[config.mk]
export PLATFORM = sky130hd
export DESIGN_NAME = inst_dec
export DESIGN_NICKNAME = d
export VERILOG_FILES = /design/src/rtl/isa_pkg.sv /design/src/rtl/inst_dec_comb.sv /design/src/rtl/inst_dec.sv
export SDC_FILE = /design/constraint.sdc
export NUM_CORES = 1
export LEC_CHECK = 0
export CORE_MARGIN = 2
export CORE_UTILIZATION = 30
export DETAILED_ROUTE_END_ITERATION = 8
export PLACE_DENSITY = 0.68
export SLEW_MARGIN = 20
export SYNTH_ARGS = -nofsm -noshare
export SYNTH_HDL_FRONTEND = slang
export SYNTH_SLANG_ARGS = --single-unit
[constraint.sdc]
create_clock -name i_clk -period 2.2 [get_ports i_clk]
set_input_delay 0.33 -clock i_clk [delete_from_list [all_inputs] [get_ports i_clk]]
set_output_delay 0.33 -clock i_clk [all_outputs]
set_load 0.05 [all_outputs]
[src/rtl/isa_pkg.sv]
// ============================================================================
// Module  : isa_pkg
// Purpose : Shared ISA definitions for the 16-bit RISC core. Holds the opcode
//           constants, the instruction field bit positions, the immediate-form
//           flag index, and the decoded-instruction bundle type.
// Ports   : none (package)
// Revision: 1.0 - initial release
// ============================================================================
`default_nettype none

package isa_pkg;

  // Opcode values, taken from inst[15:12]
  localparam logic [3:0] OP_ADD  = 4'h0;
  localparam logic [3:0] OP_SUB  = 4'h1;
  localparam logic [3:0] OP_AND  = 4'h2;
  localparam logic [3:0] OP_OR   = 4'h3;
  localparam logic [3:0] OP_XOR  = 4'h4;
  localparam logic [3:0] OP_NOT  = 4'h5;
  localparam logic [3:0] OP_SHL  = 4'h6;
  localparam logic [3:0] OP_SHR  = 4'h7;
  localparam logic [3:0] OP_ADDI = 4'h8;
  localparam logic [3:0] OP_LDI  = 4'h9;
  localparam logic [3:0] OP_LDH  = 4'hA;
  localparam logic [3:0] OP_CMP  = 4'hB;
  localparam logic [3:0] OP_LD   = 4'hC;
  localparam logic [3:0] OP_ST   = 4'hD;
  localparam logic [3:0] OP_BR   = 4'hE;
  localparam logic [3:0] OP_HALT = 4'hF;

  // Instruction field bit positions
  localparam int OP_MSB = 15;
  localparam int OP_LSB = 12;
  localparam int RD_MSB = 11;
  localparam int RD_LSB = 8;
  localparam int RA_MSB = 7;
  localparam int RA_LSB = 4;
  localparam int RB_MSB = 3;
  localparam int RB_LSB = 0;

  // Bit of the ALU op code flagging the immediate forms
  localparam int IMM_FORM = 4;

  // Full decoded-instruction bundle, registered as one unit so that every
  // output changes on the same edge.
  typedef struct packed {
    logic [4:0]  aluop;
    logic [3:0]  selA;
    logic [3:0]  selB;
    logic [3:0]  selD;
    logic [15:0] imm;
    logic        regwe;
  } dec_t;

endpackage : isa_pkg

`default_nettype wire

[src/rtl/inst_dec_comb.sv]
// ============================================================================
// Module  : inst_dec_comb
// Purpose : Purely combinational decode of a 16-bit instruction word into the
//           ALU op code, register selects, immediate and write enable.
// Ports   : i_inst [15:0] - instruction word
//           o_dec  dec_t  - decoded fields (next-state for the output register)
// Revision: 1.0 - initial release
// ============================================================================
`default_nettype none

module inst_dec_comb
  import isa_pkg::*;
(
  input  logic [15:0] i_inst,
  output dec_t        o_dec
);

  logic [3:0] w_opcode;

  assign w_opcode = i_inst[OP_MSB:OP_LSB];

  always_comb begin
    o_dec            = '0;
    o_dec.selD       = i_inst[RD_MSB:RD_LSB];
    o_dec.selA       = i_inst[RA_MSB:RA_LSB];
    o_dec.selB       = i_inst[RB_MSB:RB_LSB];
    o_dec.aluop[3:0] = w_opcode;
    o_dec.regwe      = 1'b1;

    case (w_opcode)
      OP_ADDI: begin
        o_dec.aluop[IMM_FORM] = 1'b1;
        o_dec.imm             = {{12{i_inst[3]}}, i_inst[3:0]};
      end
      OP_LDI: begin
        o_dec.aluop[IMM_FORM] = 1'b1;
        o_dec.imm             = {8'h00, i_inst[7:0]};
      end
      OP_LDH: begin
        o_dec.aluop[IMM_FORM] = 1'b1;
        o_dec.imm             = {i_inst[7:0], 8'h00};
      end
      OP_ST: begin
        o_dec.regwe = 1'b0;
      end
      OP_BR: begin
        // Branch offset: immediate form with no register write-back
        o_dec.aluop[IMM_FORM] = 1'b1;
        o_dec.imm             = {{4{i_inst[11]}}, i_inst[11:0]};
        o_dec.regwe           = 1'b0;
      end
      OP_HALT: begin
        o_dec.regwe = 1'b0;
      end
      default: ;
    endcase
  end

endmodule : inst_dec_comb

`default_nettype wire

[src/rtl/inst_dec.sv]
// ============================================================================
// Module  : inst_dec
// Purpose : Registered instruction decoder. Wraps inst_dec_comb with an
//           enable-gated, asynchronously reset output register.
// Ports   : i_clk    - clock, rising edge
//           i_rst_n  - asynchronous active-low reset
//           i_en     - decode enable (outputs load only when 1)
//           i_inst   - 16-bit instruction word
//           o_aluop  - {imm_form, opcode}
//           o_selA   - register read port A select
//           o_selB   - register read port B select
//           o_selD   - register destination select
//           o_imm    - decoded immediate
//           o_regwe  - register write enable
// Revision: 1.0 - initial release
// ============================================================================
`default_nettype none

module inst_dec
  import isa_pkg::*;
(
  input  logic        i_clk,
  input  logic        i_rst_n,
  input  logic        i_en,
  input  logic [15:0] i_inst,
  output logic [4:0]  o_aluop,
  output logic [3:0]  o_selA,
  output logic [3:0]  o_selB,
  output logic [3:0]  o_selD,
  output logic [15:0] o_imm,
  output logic        o_regwe
);

  dec_t dec_d;
  dec_t dec_q;

  inst_dec_comb u_comb (
    .i_inst (i_inst),
    .o_dec  (dec_d)
  );

  always_ff @(posedge i_clk or negedge i_rst_n) begin
    if (!i_rst_n) begin
      dec_q <= '0;
    end else if (i_en) begin
      dec_q <= dec_d;
    end
  end

  assign o_aluop = dec_q.aluop;
  assign o_selA  = dec_q.selA;
  assign o_selB  = dec_q.selB;
  assign o_selD  = dec_q.selD;
  assign o_imm   = dec_q.imm;
  assign o_regwe = dec_q.regwe;

endmodule : inst_dec

`default_nettype wire

==> results.py <==
metrics = {
    "timing": {
        "whs_ns": 0.4489,
        "final.setup.tns_ns": 0,
        "finalCritPeriodShare_pct": 81.38,
        "clock_skew_ns": 0,
        "hold_viol_final": 0,
        "finalSetupViolCount": 0,
        "final.min_clock_period_ns": 1.790,
        "tightest_slew_ns": 0.5101,
        "maxSlewHeadroom_pct": 65.88,
        "max_freq_mhz": 558.6,
        "rsz0062_at_grt": "no",
        "drv_slew": 0,
    },
    "global_routing": {
        "antenna_found_initial": 0,
        "grt.overflow.total": 0,
        "grt_pass1_wl_microns": 5720,
        "first_global_vias": 1155,
        "grt_use_total_pct": 14.20,
        "grt_max_degree": 35,
    },
    "cts": {
        "path_clk_slew_ns": 0.07,
        "cts_buffers": 5,
        "numClockSinks": 34,
        "cts_buffer_depth": 2,
        "clock_latency_ns": 0.27,
        "cts_tree": "done",
        "root_buffer": "clkbuf_8",
        "cts-resized-gates": 0,
        "post_cts_buffers": 0,
        "cts_hold_buf": 0,
        "cts-htree-levels": 2,
    },
    "detailed_routing": {
        "wire_per_inst_microns": 15.81,
        "vias": 1142,
        "viasPerCell": 5.076,
        "ant_nets": 0,
        "wl_microns": 3557,
        "dr.pass1.iters": 4,
        "route.detailed.drc": 0,
        "drtIter0Drc": 44,
    },
    "synth": {
        "syn_area_sq_um": 1450,
        "syn_nets": 130,
        "synth_compound_area_share_pct": 13.98,
        "synthSimpleGateAreaFrac_pct": 9.836,
        "synth_warnings": 0,
        "ys_seq_area_share_pct": 58.67,
        "synth_area_per_cell_sq_um": 13.06,
        "synth-seq-cells": 34,
        "synth.area.mux_share_pct": 13.98,
        "synth_xor_area_share_pct": 0,
        "synth.distinct_cells": 29,
        "synthAdderAreaFrac_pct": 0,
        "synth_top_family_by_area": "compound AO/OA/AOI/OAI gates",
        "syn_inst": 111,
    },
    "pwr": {
        "p_sw_w": 0.0004940,
        "power_density_nw_per_um2": 734.6,
        "p_clk_share_pct": 29.5,
        "internal_power_w": 0.001082,
        "leakage_nw": 0.9079,
        "power_frac_seq_pct": 44.2,
        "vdd_drop_max_mv": 0.4488,
        "combPwrFrac_pct": 26.3,
        "swShare_pct": 31.34,
    },
    "placed_design": {
        "portBuffers": 52,
        "dp_hpwl_microns": 2699,
        "place_congestion": 0.8119,
    },
    "finish": {
        "fillCellCount": 431,
        "multi_input_area_sq_um": 548.0,
        "area_growth_pct": 47.97,
        "drive_above_1_share_pct": 21.05,
        "regArea_sq_um": 850.8,
        "final_nets": 189,
        "diodes": 0,
    },
    "worst_hold_path": {
        "hold_class": "primary input to async pin",
    },
    "floorplan": {
        "die_y_microns": 73.53,
        "initial_core_util_pct": 30.91,
        "core_sq_um": 4692,
        "row_count": 25,
        "dieArea_sq_um": 5406,
        "die_w_microns": 73.53,
        "io_pins": 53,
    },
    "job": {
        "drv_cap": 0,
    },
    "setup_path": {
        "crit_fanout": 2,
        "cp_cell_sequence": "clkdlybuf4s50_1",
        "crit_type": "flip-flop to output pin",
        "cpMaxStageDelayCell": "clkdlybuf4s50_1",
        "critPathMaxStageDelay_ns": 0.82,
        "path_delay_family": "buffers and inverters",
        "worstSetupStartpointType": "flip-flop",
        "worstPathArrival_ns": 1.46,
        "worstSetupEndpointType": "output pin",
        "critPathRequiredTime_ns": 1.87,
        "crit_buf_inv": 1,
    },
    "outcome": {
        "status": "completed",
    },
}
[flip-flops by register name (all words and copies together) (netlist names)]
signal,count
o_regwe,1
o_imm,16
o_aluop,5
o_selA,4
o_selB,4
o_selD,4
[layout by cell type (no fill, tap or decap)]
cell and instances:
o2bb2ai_1 3, a22o_1 4, and3_1 1, nor2b_1 2, a32oi_1 3, nand2_1 5
clkdlybuf4s50_1 52, clkinv_2 1, clkbuf_8 6, a2111o_1 1, mux2_2 18, a221o_1 5
clkbuf_1 1, nor3_1 1, a21oi_1 1, o2111ai_1 1, or3b_1 1, or3b_2 1
inv_1 4, and3b_1 1, o21ai_0 3, buf_4 7, nand3b_1 1, o21a_1 1
or2_2 1, nor4b_2 1, a211o_1 1, nand3_1 9, dfrtp_1 34, a21oi_2 1
[worst paths after layout]
| kind | to | depth (start not counted) | slack [ns] | start |
|---|---|---|---|---|
| setup / recovery | o_imm[3] | 1 | 0.41 | o_imm[3] |
| max in group asynchronous | o_aluop[1] | 2 | 1.44 | i_rst_n |
| hold / removal | o_selB[3] | 2 | 0.45 | i_rst_n |
| hold reg to reg | o_imm[10] | 1 | 0.49 | o_imm[10] |
| min in group i_clk | o_imm[10] | 1 | 0.49 | o_imm[10] |
| setup reg to reg | o_imm[6] | 1 | 1.35 | o_imm[6] |
[final cells by class]
class,instances,share of cell area [%]
inverter,4,0.6997
sequential,34,39.65
tap,54,3.149
timing repair buffer,59,26.71
clock inverter,1,0.2332
multi-input combinational,66,25.54
clock buffer,7,4.023
[per-stage QoR]
step | setup slack [ns] | cell area, sq um | cells | total power, W | utilization [%]
CTS | 0.3936 | 2146 | 225 | 0.001598 | 45.73
global placement | 0.2572 | 2054 | 217 | 0.001119 | 43.79
global route | 0.3557 | 2146 | 225 | 0.001653 | 45.73
finish | 0.4097 | 2146 | 225 | 0.001576 | 45.73
floorplan | 0.7943 | 1450 | 111 | 0.0009507 | -
detailed placement | 0.2090 | 2054 | 217 | 0.001124 | 43.79
[metal layers]
layer | global-route usage (%) | up-vias | part of all wire, %
met1 | 18.38 | 567 | 45
met3 | 3.978 | 5 | 5.2
li1 | - | 532 | -
met4 | 5.455 | 0 | 1.2
met5 | 0 | - | 0
met2 | 22.52 | 38 | 48
[cells by family (layout without fill, tap and decap cells)]
kind of cell	after synthesis	after routing
buffers and inverters	11	71
AO/OA/AOI/OAI	24	24
AND/OR/NAND/NOR	24	24
flip-flops	34	34
multiplexers	18	18
[synthesized netlist by cell type]
library cell | number | share of area (%)
a2111o_1 | 1 | 0.78
a211o_1 | 1 | 0.60
a21oi_1 | 1 | 0.34
a21oi_2 | 1 | 0.60
a221o_1 | 5 | 3.5
a22o_1 | 4 | 2.4
a32oi_1 | 3 | 1.8
and3_1 | 1 | 0.43
and3b_1 | 1 | 0.60
buf_1 | 2 | 0.52
buf_2 | 2 | 0.69
buf_6 | 1 | 0.78
clkbuf_1 | 2 | 0.52
dfrtp_1 | 34 | 59
inv_1 | 4 | 1.0
mux2_2 | 18 | 14
nand2_1 | 5 | 1.3
nand3_1 | 9 | 3.1
nand3b_1 | 1 | 0.52
nor2b_1 | 2 | 0.86
nor3_1 | 1 | 0.34
nor4b_2 | 1 | 1.0
o2111ai_1 | 1 | 0.60
o21a_1 | 1 | 0.52
o21ai_0 | 3 | 1.0
o2bb2ai_1 | 3 | 1.8
or2_2 | 1 | 0.43
or3b_1 | 1 | 0.60
or3b_2 | 1 | 0.60
[power by group through the flow]
stage / Clock [W] / Combinational, W / Sequential, W
CTS: 0.000484 / 0.000418 / 0.000696
global route: 0.000517 / 0.000435 / 0.000701
global placement: 0 / 0.000414 / 0.000705
detailed placement: 0 / 0.000416 / 0.000708
floorplan: 0 / 0.0000821 / 0.000869
finish: 0.000466 / 0.000414 / 0.000696
(Power assumes the default switching activity.)
